[config.mk]
export PLATFORM = sky130hd
export DESIGN_NAME = ss2_master_flat
export DESIGN_NICKNAME = d
export VERILOG_FILES = /design/src/rtl/ss2_pkg.sv /design/src/rtl/ss2_if.sv /design/src/rtl/ss2_watchdog.sv /design/src/rtl/ss2_master.sv /design/src/flat_wrapper.sv
export SDC_FILE = /design/constraint.sdc
export NUM_CORES = 1
export LEC_CHECK = 0
export BUFFER_PORTS_ARGS = -buffer_cell sky130_fd_sc_hd__buf_4
export CAP_MARGIN = 5
export CORE_AREA = 2 2 325 327
export DETAILED_ROUTE_END_ITERATION = 7
export DIE_AREA = 0 0 327 329
export HOLD_SLACK_MARGIN = 0.15
export SYNTH_ARGS = -nofsm -noshare
export SYNTH_HDL_FRONTEND = slang
export SYNTH_SLANG_ARGS = --single-unit
[constraint.sdc]
create_clock -name clock -period 3.9 [get_ports clock]
set_input_delay 0.39 -clock clock [delete_from_list [all_inputs] [get_ports clock]]
set_output_delay 0.39 -clock clock [all_outputs]
set_load 0.03 [all_outputs]
[src/rtl/ss2_pkg.sv]
// Shared types and constants for the save-state bus initiator.
// Latency: n/a (declarations only).
// Backpressure: n/a.
// Contents: FSM state enum, device header layout, error codes, bus gap length.
package ss2_pkg;

    typedef enum logic [3:0] {
        S_IDLE,
        S_QUERY,
        S_HDR,
        S_DEV,
        S_MEM,
        S_NEXTENT,
        S_NEXT,
        S_GAP,
        S_DONE,
        S_ERR
    } state_e;

    // Device header word layout
    localparam int HDR_TAG_HI   = 63;
    localparam int HDR_TAG_LO   = 56;
    localparam int HDR_WIDTH_HI = 33;
    localparam int HDR_WIDTH_LO = 32;
    localparam int HDR_COUNT_HI = 31;
    localparam int HDR_COUNT_LO = 0;

    typedef struct packed {
        logic [HDR_TAG_HI-HDR_TAG_LO:0]     tag;
        logic [HDR_TAG_LO-HDR_WIDTH_HI-2:0] rsvd;
        logic [HDR_WIDTH_HI-HDR_WIDTH_LO:0] width;
        logic [HDR_COUNT_HI:HDR_COUNT_LO]   count;
    } hdr_t;

    localparam logic [1:0] ERR_NONE    = 2'd0;
    localparam logic [1:0] ERR_DEV_TMO = 2'd1;
    localparam logic [1:0] ERR_HDR     = 2'd2;
    localparam logic [1:0] ERR_MEM_TMO = 2'd3;

    // Idle cycles after every bus transaction so a device's stale re-ack drains
    localparam int GAP_CYCLES = 1;

endpackage

[src/rtl/ss2_if.sv]
// Save-state device bus and buffer-memory port bundles.
// Latency: n/a (wiring only).
// Backpressure: device side via ss_ack, memory side via mem_req/mem_ack.
// ss2_bus_if: strobes, select, address, data out; per-device data/ack back.
// ss2_mem_if: word address, write data, we, req out; ack and read data back.
interface ss2_bus_if #(parameter int COUNT = 8);
    logic [63:0]             ss_data;
    logic [23:0]             ss_addr;
    logic [COUNT-1:0]        ss_select;
    logic                    ss_write;
    logic                    ss_read;
    logic                    ss_query;
    logic [COUNT-1:0][63:0]  ss_data_in;
    logic [COUNT-1:0]        ss_ack;

    modport master (output ss_data, ss_addr, ss_select, ss_write, ss_read, ss_query,
                    input  ss_data_in, ss_ack);
    modport slave  (input  ss_data, ss_addr, ss_select, ss_write, ss_read, ss_query,
                    output ss_data_in, ss_ack);
endinterface

interface ss2_mem_if #(parameter int MEMAW = 24);
    logic [MEMAW-1:0] mem_addr;
    logic [63:0]      mem_wdata;
    logic             mem_we;
    logic             mem_req;
    logic             mem_ack;
    logic [63:0]      mem_rdata;

    modport master (output mem_addr, mem_wdata, mem_we, mem_req,
                    input  mem_ack, mem_rdata);
    modport slave  (input  mem_addr, mem_wdata, mem_we, mem_req,
                    output mem_ack, mem_rdata);
endinterface

[src/rtl/ss2_watchdog.sv]
// Loadable down-counter flagging a stalled bus or memory transaction.
// Latency: expired_o asserts TIMEOUT cycles after the load cycle.
// Backpressure: none; counts while en_i is high, holds at zero.
// Ports: clock, reset_n, load_i (restart at TIMEOUT), en_i, expired_o.
module ss2_watchdog #(
    parameter int TIMEOUT = 255
) (
    input  logic clock,
    input  logic reset_n,
    input  logic load_i,
    input  logic en_i,
    output logic expired_o
);
    localparam int WW = (TIMEOUT > 0) ? $clog2(TIMEOUT + 1) : 1;

    logic [WW-1:0] cnt_q, cnt_d;

    always_comb begin
        cnt_d = cnt_q;
        if (load_i) begin
            cnt_d = WW'(TIMEOUT);
        end else if (en_i && cnt_q != '0) begin
            cnt_d = cnt_q - WW'(1);
        end
    end

    always_ff @(posedge clock or negedge reset_n) begin
        if (!reset_n) begin
            cnt_q <= '0;
        end else begin
            cnt_q <= cnt_d;
        end
    end

    assign expired_o = (cnt_q == '0);

endmodule

[src/rtl/ss2_master.sv]
// Save-state bus initiator: walks every device, copying its entries to or from buffer memory.
// Latency: per entry ~2 cycles device ack + GAP + memory ack; done pulses one cycle after the last device.
// Backpressure: strobes and mem_req held until acked; a watchdog aborts stalled transactions.
// Ports: clock/reset_n; start/restore/base_addr in; busy/done/error/err_code/words out;
//        ss (device bus master modport); mem (buffer memory master modport).
module ss2_master
    import ss2_pkg::*;
#(
    parameter int COUNT   = 8,
    parameter int TIMEOUT = 255,
    parameter int MEMAW   = 24
) (
    input  logic             clock,
    input  logic             reset_n,
    input  logic             start,
    input  logic             restore,
    input  logic [MEMAW-1:0] base_addr,
    output logic             busy,
    output logic             done,
    output logic             error,
    output logic [1:0]       err_code,
    output logic [MEMAW-1:0] words,
    ss2_bus_if.master        ss,
    ss2_mem_if.master        mem
);
    localparam int IW = (COUNT > 1) ? $clog2(COUNT) : 1;

    state_e           state_q, state_d, ret_q, ret_d;
    logic [1:0]       gap_q, gap_d;
    logic [IW-1:0]    idx_q, idx_d;
    logic [31:0]      entry_q, entry_d, cnt_q, cnt_d;
    hdr_t             hdr_q, hdr_d;
    logic [63:0]      dat_q, dat_d;
    logic [MEMAW-1:0] ptr_q, ptr_d, words_q, words_d;
    logic             mode_q, mode_d;
    logic             busy_q, busy_d, done_q, done_d, error_q, error_d;
    logic [1:0]       err_code_q, err_code_d;
    logic [63:0]      ss_data_q, ss_data_d;
    logic [23:0]      ss_addr_q, ss_addr_d;
    logic [COUNT-1:0] ss_select_q, ss_select_d;
    logic             ss_write_q, ss_write_d, ss_read_q, ss_read_d, ss_query_q, ss_query_d;
    logic [63:0]      mem_wdata_q, mem_wdata_d;
    logic             mem_we_q, mem_we_d, mem_req_q, mem_req_d;
    logic             wd_load, wd_expired;

    // Any state change starts a fresh request, so the watchdog restarts there.
    assign wd_load = (state_d != state_q);

    ss2_watchdog #(.TIMEOUT(TIMEOUT)) u_wd (
        .clock     (clock),
        .reset_n   (reset_n),
        .load_i    (wd_load),
        .en_i      (busy_q),
        .expired_o (wd_expired)
    );

    always_comb begin
        state_d    = state_q;
        ret_d      = ret_q;
        gap_d      = gap_q;
        idx_d      = idx_q;
        entry_d    = entry_q;
        cnt_d      = cnt_q;
        hdr_d      = hdr_q;
        dat_d      = dat_q;
        ptr_d      = ptr_q;
        words_d    = words_q;
        mode_d     = mode_q;
        error_d    = error_q;
        err_code_d = err_code_q;

        unique case (state_q)
            S_IDLE: begin
                if (start) begin
                    state_d    = S_QUERY;
                    mode_d     = restore;
                    ptr_d      = base_addr;
                    words_d    = '0;
                    idx_d      = '0;
                    error_d    = 1'b0;
                    err_code_d = ERR_NONE;
                end
            end
            S_QUERY: begin
                if (ss.ss_ack[idx_q]) begin
                    hdr_d   = ss.ss_data_in[idx_q];
                    cnt_d   = hdr_d.count;
                    state_d = S_GAP;
                    ret_d   = S_HDR;
                    gap_d   = '0;
                end else if (wd_expired) begin
                    // No answer: the slot is empty, skip it without a header.
                    cnt_d   = '0;
                    state_d = S_NEXT;
                end
            end
            S_HDR: begin
                if (mem.mem_ack) begin
                    ptr_d   = ptr_q + MEMAW'(1);
                    words_d = words_q + MEMAW'(1);
                    entry_d = '0;
                    if (mode_q && (mem.mem_rdata != hdr_q)) begin
                        state_d    = S_ERR;
                        err_code_d = ERR_HDR;
                    end else if (cnt_q == '0) begin
                        state_d = S_NEXT;
                    end else begin
                        // Restore must fetch the word before it can be written to the device.
                        state_d = mode_q ? S_MEM : S_DEV;
                    end
                end else if (wd_expired) begin
                    state_d    = S_ERR;
                    err_code_d = ERR_MEM_TMO;
                end
            end
            S_DEV: begin
                if (ss.ss_ack[idx_q]) begin
                    if (!mode_q) begin
                        dat_d = ss.ss_data_in[idx_q];
                    end
                    state_d = S_GAP;
                    ret_d   = mode_q ? S_NEXTENT : S_MEM;
                    gap_d   = '0;
                end else if (wd_expired) begin
                    state_d    = S_ERR;
                    err_code_d = ERR_DEV_TMO;
                end
            end
            S_MEM: begin
                if (mem.mem_ack) begin
                    ptr_d   = ptr_q + MEMAW'(1);
                    words_d = words_q + MEMAW'(1);
                    if (mode_q) begin
                        dat_d   = mem.mem_rdata;
                        state_d = S_DEV;
                    end else begin
                        state_d = S_NEXTENT;
                    end
                end else if (wd_expired) begin
                    state_d    = S_ERR;
                    err_code_d = ERR_MEM_TMO;
                end
            end
            S_NEXTENT: begin
                entry_d = entry_q + 32'd1;
                if (entry_q == cnt_q - 32'd1) begin
                    state_d = S_NEXT;
                end else begin
                    state_d = mode_q ? S_MEM : S_DEV;
                end
            end
            S_NEXT: begin
                idx_d = idx_q + IW'(1);
                state_d = (idx_q == IW'(COUNT - 1)) ? S_DONE : S_QUERY;
            end
            S_GAP: begin
                // Device acks are ignored here.
                if (gap_q == 2'(GAP_CYCLES - 1)) begin
                    state_d = ret_q;
                end else begin
                    gap_d = gap_q + 2'd1;
                end
            end
            S_DONE:  state_d = S_IDLE;
            S_ERR:   state_d = S_IDLE;
            default: state_d = S_IDLE;
        endcase

        // Outputs follow the next state so every port comes straight from a flop.
        busy_d = !(state_d inside {S_IDLE, S_DONE, S_ERR});
        done_d = (state_d == S_DONE);
        if (state_d == S_ERR) begin
            error_d = 1'b1;
        end

        ss_query_d  = (state_d == S_QUERY);
        ss_read_d   = (state_d == S_DEV) && !mode_d;
        ss_write_d  = (state_d == S_DEV) && mode_d;
        ss_select_d = (ss_query_d || ss_read_d || ss_write_d) ? (COUNT'(1) << idx_d) : '0;
        ss_addr_d   = (ss_read_d || ss_write_d) ? entry_d[23:0] : '0;
        ss_data_d   = ss_write_d ? dat_d : '0;

        mem_req_d   = (state_d inside {S_HDR, S_MEM});
        mem_we_d    = mem_req_d && !mode_d;
        mem_wdata_d = !mem_we_d ? '0 : ((state_d == S_HDR) ? hdr_d : dat_d);
    end

    always_ff @(posedge clock or negedge reset_n) begin
        if (!reset_n) begin
            state_q     <= S_IDLE;
            ret_q       <= S_IDLE;
            gap_q       <= '0;
            idx_q       <= '0;
            entry_q     <= '0;
            cnt_q       <= '0;
            hdr_q       <= '0;
            dat_q       <= '0;
            ptr_q       <= '0;
            words_q     <= '0;
            mode_q      <= 1'b0;
            busy_q      <= 1'b0;
            done_q      <= 1'b0;
            error_q     <= 1'b0;
            err_code_q  <= ERR_NONE;
            ss_data_q   <= '0;
            ss_addr_q   <= '0;
            ss_select_q <= '0;
            ss_write_q  <= 1'b0;
            ss_read_q   <= 1'b0;
            ss_query_q  <= 1'b0;
            mem_wdata_q <= '0;
            mem_we_q    <= 1'b0;
            mem_req_q   <= 1'b0;
        end else begin
            state_q     <= state_d;
            ret_q       <= ret_d;
            gap_q       <= gap_d;
            idx_q       <= idx_d;
            entry_q     <= entry_d;
            cnt_q       <= cnt_d;
            hdr_q       <= hdr_d;
            dat_q       <= dat_d;
            ptr_q       <= ptr_d;
            words_q     <= words_d;
            mode_q      <= mode_d;
            busy_q      <= busy_d;
            done_q      <= done_d;
            error_q     <= error_d;
            err_code_q  <= err_code_d;
            ss_data_q   <= ss_data_d;
            ss_addr_q   <= ss_addr_d;
            ss_select_q <= ss_select_d;
            ss_write_q  <= ss_write_d;
            ss_read_q   <= ss_read_d;
            ss_query_q  <= ss_query_d;
            mem_wdata_q <= mem_wdata_d;
            mem_we_q    <= mem_we_d;
            mem_req_q   <= mem_req_d;
        end
    end

    assign busy          = busy_q;
    assign done          = done_q;
    assign error         = error_q;
    assign err_code      = err_code_q;
    assign words         = words_q;
    assign ss.ss_data    = ss_data_q;
    assign ss.ss_addr    = ss_addr_q;
    assign ss.ss_select  = ss_select_q;
    assign ss.ss_write   = ss_write_q;
    assign ss.ss_read    = ss_read_q;
    assign ss.ss_query   = ss_query_q;
    assign mem.mem_addr  = ptr_q;
    assign mem.mem_wdata = mem_wdata_q;
    assign mem.mem_we    = mem_we_q;
    assign mem.mem_req   = mem_req_q;

endmodule

[src/flat_wrapper.sv]
// flat-port wrapper written by rule: the top's interface ports become plain ports
module ss2_master_flat import ss2_pkg::*;
#(
    parameter int COUNT   = 8,
    parameter int TIMEOUT = 255,
    parameter int MEMAW   = 24
)
  (clock, reset_n, start, restore, base_addr, busy, done, error, err_code, words, ss_ss_data, ss_ss_addr, ss_ss_select, ss_ss_write, ss_ss_read, ss_ss_query, ss_ss_data_in, ss_ss_ack, mem_mem_addr, mem_mem_wdata, mem_mem_we, mem_mem_req, mem_mem_ack, mem_mem_rdata);
  ss2_bus_if #(.COUNT(COUNT)) ss_i ();
  ss2_mem_if #(.MEMAW(MEMAW)) mem_i ();
  input  logic clock;
  input  logic reset_n;
  input  logic start;
  input  logic restore;
  input  logic [MEMAW-1:0] base_addr;
  output logic busy;
  output logic done;
  output logic error;
  output logic [1:0] err_code;
  output logic [MEMAW-1:0] words;
  output wire logic [$bits(ss_i.ss_data)-1:0] ss_ss_data;
  output wire logic [$bits(ss_i.ss_addr)-1:0] ss_ss_addr;
  output wire logic [$bits(ss_i.ss_select)-1:0] ss_ss_select;
  output wire logic [$bits(ss_i.ss_write)-1:0] ss_ss_write;
  output wire logic [$bits(ss_i.ss_read)-1:0] ss_ss_read;
  output wire logic [$bits(ss_i.ss_query)-1:0] ss_ss_query;
  input wire logic [$bits(ss_i.ss_data_in)-1:0] ss_ss_data_in;
  input wire logic [$bits(ss_i.ss_ack)-1:0] ss_ss_ack;
  output wire logic [$bits(mem_i.mem_addr)-1:0] mem_mem_addr;
  output wire logic [$bits(mem_i.mem_wdata)-1:0] mem_mem_wdata;
  output wire logic [$bits(mem_i.mem_we)-1:0] mem_mem_we;
  output wire logic [$bits(mem_i.mem_req)-1:0] mem_mem_req;
  input wire logic [$bits(mem_i.mem_ack)-1:0] mem_mem_ack;
  input wire logic [$bits(mem_i.mem_rdata)-1:0] mem_mem_rdata;
  assign ss_ss_data = ss_i.ss_data;
  assign ss_ss_addr = ss_i.ss_addr;
  assign ss_ss_select = ss_i.ss_select;
  assign ss_ss_write = ss_i.ss_write;
  assign ss_ss_read = ss_i.ss_read;
  assign ss_ss_query = ss_i.ss_query;
  assign ss_i.ss_data_in = ss_ss_data_in;
  assign ss_i.ss_ack = ss_ss_ack;
  assign mem_mem_addr = mem_i.mem_addr;
  assign mem_mem_wdata = mem_i.mem_wdata;
  assign mem_mem_we = mem_i.mem_we;
  assign mem_mem_req = mem_i.mem_req;
  assign mem_i.mem_ack = mem_mem_ack;
  assign mem_i.mem_rdata = mem_mem_rdata;
  ss2_master #(.COUNT(COUNT), .TIMEOUT(TIMEOUT), .MEMAW(MEMAW)) u_core (.clock(clock), .reset_n(reset_n), .start(start), .restore(restore), .base_addr(base_addr), .busy(busy), .done(done), .error(error), .err_code(err_code), .words(words), .ss(ss_i), .mem(mem_i));
endmodule
==> flow_summary.json <==
{
  "r2r_slack_ns": 0.1,
  "ys_warn_count": 0,
  "fmax_mhz": 263,
  "drtIter0Drc": 1771,
  "ios": 831,
  "start_util_pct": 22.4,
  "slew_viol_final": 0,
  "ff2ff_path_depth": 14,
  "cts_sinks": 431,
  "hold_viol": 0,
  "fin_crit_ns": 3.80,
  "path_clk_slew_ns": 0.06,
  "io_buffers": 830,
  "drtAntennaViolNets": 0,
  "drive_gt1_share_pct": 41.4,
  "place.gp.congestion": 0.900,
  "cts-root-buf": "clkbuf_16",
  "outcome": "finished, final reports clean",
  "hold_start": "restore",
  "yosysUniqueCellTypes": 73,
  "hold_class": "input pin to flop",
  "async_reset_ff_share_pct": 100,
  "synth_nets": 2675,
  "syn-instance-count": 2053,
  "htreeDepth": 2,
  "critPathKind": "flop to flop",
  "final_nets": 3618,
  "ys_seq_area_share_pct": 46.2,
  "reg2reg_from": "u_core.cnt_q[1]",
  "grt_usage_pct": 21.8,
  "antenna_found_initial": 47,
  "rsz0062_at_grt": "true",
  "wire_per_inst_um": 27.6,
  "syn_area_per_cell_um2": 11.4,
  "overflow": 0,
  "power_density_mw_per_mm2": 831,
  "dieArea_mm2": 0.108,
  "fin_crit_sh_pct": 97.5,
  "area_delta_synth_final_pct": 48.8,
  "netlist_area_mm2": 0.0233,
  "core-area_mm2": 0.104,
  "wl_um": 123000,
  "slew_headroom_pct": 36.7,
  "power_leakage_uw": 0.0161,
  "final_cells": 4449,
  "fin_util_pct": 33.3,
  "max_cap_violations": 0,
  "end_kind": "flop",
  "post-dp-hpwl_um": 96700,
  "finalSetupViolations": 0,
  "remaining_drc_errors": 0,
  "fin_skew_ns": 0.0363,
  "drt_pass1_iterations": 5,
  "cts_tree": "done",
  "power_uw": 28900,
  "final-seq-area_mm2": 0.0108,
  "rows": 119,
  "final_area_mm2": 0.0348,
  "ir_drop_uv": 565,
  "synth_edf_count": 0,
  "clk_latency_ns": 0.62,
  "cts-buffers-inserted": 49,
  "cp-start-kind": "flop",
  "fillerInstances": 10600,
  "place_inst": 4234,
  "post_drt_via_cell_ratio": 4.86,
  "die_w_um": 327,
  "grt_start_max_net_pins": 106,
  "die_h_um": 329,
  "grt_pass1_wl_um": 167000,
  "worstMarginPinSlew_ns": 0.950,
  "min_path_cells": 3,
  "synth-seq-cells": 431,
  "r2r_end": "u_core.ss.ss_addr[15]",
  "multi_input_area_mm2": 0.0120,
  "min_to": "u_core.mode_q",
  "cp_data_required_time_ns": 4.39,
  "ys.flop_type": "dfrtp_1",
  "clock_path_buffers": 3,
  "route.vias.total": 21600,
  "critical_path.max_fanout": 8,
  "first_global_vias": 21900,
  "cp_data_arrival_time_ns": 4.29,
  "placed_area_mm2": 0.0318
}
worst max path at each step:
stage                         start                     end  slack [ns]  cells past startpoint
finish              u_core.cnt_q[1]   u_core.ss.ss_addr[15]         0.1                     14
global route        u_core.cnt_q[1]  u_core.ss.ss_select[2]       -0.03                     14
CTS                 u_core.cnt_q[1]   u_core.ss.ss_data[13]       -0.02                     13
detailed placement  u_core.cnt_q[1]   u_core.ss.ss_data[50]       -0.05                     12
global placement    u_core.cnt_q[0]   u_core.ss.ss_data[39]       -0.02                     12
floorplan           u_core.cnt_q[0]   u_core.ss.ss_data[14]        0.23                     14
where the power goes:
group | switching [uW] | internal [uW] | leakage, uW
logic | 9570 | 6950 | 0.00967
clock network | 2080 | 2930 | 0.000838
registers | 1280 | 6070 | 0.00563
flip-flops by register name, summed over array words and instances (netlist names), 4 cells and up:
register,flops
u_core.cnt_q,32
u_core.entry_q,32
u_core.dat_q,64
u_core.hdr_q,64
u_core.words,24
u_core.ss.ss_data,64
u_core.state_q,4
u_core.u_wd.cnt_q,8
u_core.ss.ss_addr,24
u_core.mem.mem_wdata,64
u_core.mem.mem_addr,24
u_core.ss.ss_select,8
routing by layer:
metal  track usage (%)  up-vias  share of wire (%)
met2              34.4      910                 46
met3              6.67      158                8.1
met1              28.8    11000                 43
met5                 0        -               0.13
li1                  -     9505                  -
met4              6.29       30                2.5
stage by stage:
stage	hold WS (ns)	setup TNS (ns)	setup slack [ns]
2_1_floorplan	0.0944	0	0.234
3_3_place_gp	0.467	-0.576	-0.0245
3_5_place_dp	0.481	-1.70	-0.0539
4_1_cts	0.150	-0.482	-0.0240
5_1_grt	0.186	-0.366	-0.0273
6_report	0.204	0	0.0988
placed cells by master (no fill, tap or decap), types with 5 or more instances in the layout:
| cell type | netlist | routed |
|---|---|---|
| buf_4 | 5 | 909 |
| dfrtp_1 | 431 | 428 |
| nor2_1 | 203 | 201 |
| nand2_1 | 175 | 174 |
| mux4_2 | 130 | 130 |
| mux2i_1 | 114 | 114 |
| xnor2_1 | 98 | 98 |
| nor3b_1 | 90 | 90 |
| dlygate4sd3_1 | 0 | 89 |
| mux2_2 | 65 | 65 |
| a21o_1 | 65 | 65 |
| nand3_1 | 58 | 58 |
| o21ai_0 | 56 | 56 |
| clkbuf_16 | 0 | 54 |
| nand4_1 | 39 | 39 |
| a22oi_1 | 37 | 37 |
| a221o_1 | 36 | 36 |
| a21oi_1 | 36 | 36 |
| xor2_1 | 33 | 33 |
| nor4_1 | 28 | 27 |
| inv_1 | 26 | 26 |
| buf_12 | 0 | 23 |
| diode_2 | 0 | 22 |
| nor3_1 | 22 | 20 |
| and3_1 | 17 | 16 |
| or3_1 | 12 | 11 |
| o31ai_1 | 10 | 10 |
| o211ai_1 | 9 | 9 |
| clkinv_2 | 0 | 9 |
| and2_1 | 8 | 8 |
| ha_1 | 9 | 8 |
| nor2b_1 | 7 | 7 |
| or4_1 | 9 | 7 |
| clkbuf_8 | 0 | 7 |
| clkbuf_1 | 89 | 7 |
| bufinv_16 | 0 | 7 |
| nand2b_1 | 6 | 6 |
| and4_1 | 6 | 6 |
| o22ai_1 | 6 | 6 |
| a211oi_1 | 6 | 5 |
cells in the mapped netlist, types with 37 or more instances:
master | n | area, um^2
dfrtp_1 | 431 | 10800
nand4_1 | 39 | 244
nand3_1 | 58 | 290
mux2_2 | 65 | 732
o21ai_0 | 56 | 280
a22oi_1 | 37 | 278
clkbuf_1 | 89 | 334
a21o_1 | 65 | 488
nand2_1 | 175 | 657
nor2_1 | 203 | 762
mux2i_1 | 114 | 1140
xnor2_1 | 98 | 858
nor3b_1 | 90 | 676
mux4_2 | 130 | 2930
critical path: stages (launching register included):
cell and delay [ns]:
dfrtp_1 0.38, inv_1 0.06, ha_2 0.16, or3b_4 0.37, or4_4 0.44, a2111oi_4 0.32
o2111ai_2 0.17, or4_4 0.55, nor4b_4 0.36, a21oi_2 0.13, buf_4 0.17, o21ai_4 0.17
buf_12 0.16, buf_6 0.16, nor3b_1 0.07
final cells by class:
cell class              instances  share of cell area, %
multi-input cells            1457                   34.4
flip-flops and latches        431                   31.1
repair buffers               1030                   24.1
well taps                    1391                   5.01
clock buffers                  63                   3.88
clock inverters                28                   1.05
inverters                      27                  0.292
diodes                         22                  0.158
repair_timing:
| item | 4_1_cts | 5_1_grt |
|---|---|---|
| setup endpoints to repair | 65 | 123 |
| cloned | 1 | 6 |
| hold buffers | 89 | 0 |
| pin swaps | 0 | 10 |
| gates resized for setup | 1 | 13 |
| buffers inserted | 3 | 3 |
| hold endpoints to repair | 184 | 0 |
cell families (layout without fill, tap and decap cells):
logic type | Yosys count | after routing | share of synthesized area, %
mux | 309 | 309 | 20.6
xor+xnor | 132 | 132 | 5.02
simple gates | 704 | 704 | 15.4
flops | 431 | 431 | 46.2
compound gates | 303 | 303 | 9.31
buf+inv | 165 | 1148 | 3.08
fa+ha+maj | 9 | 9 | 0.482
other cells | 0 | 22 | 0
Power figures use the tool's default switching activity.
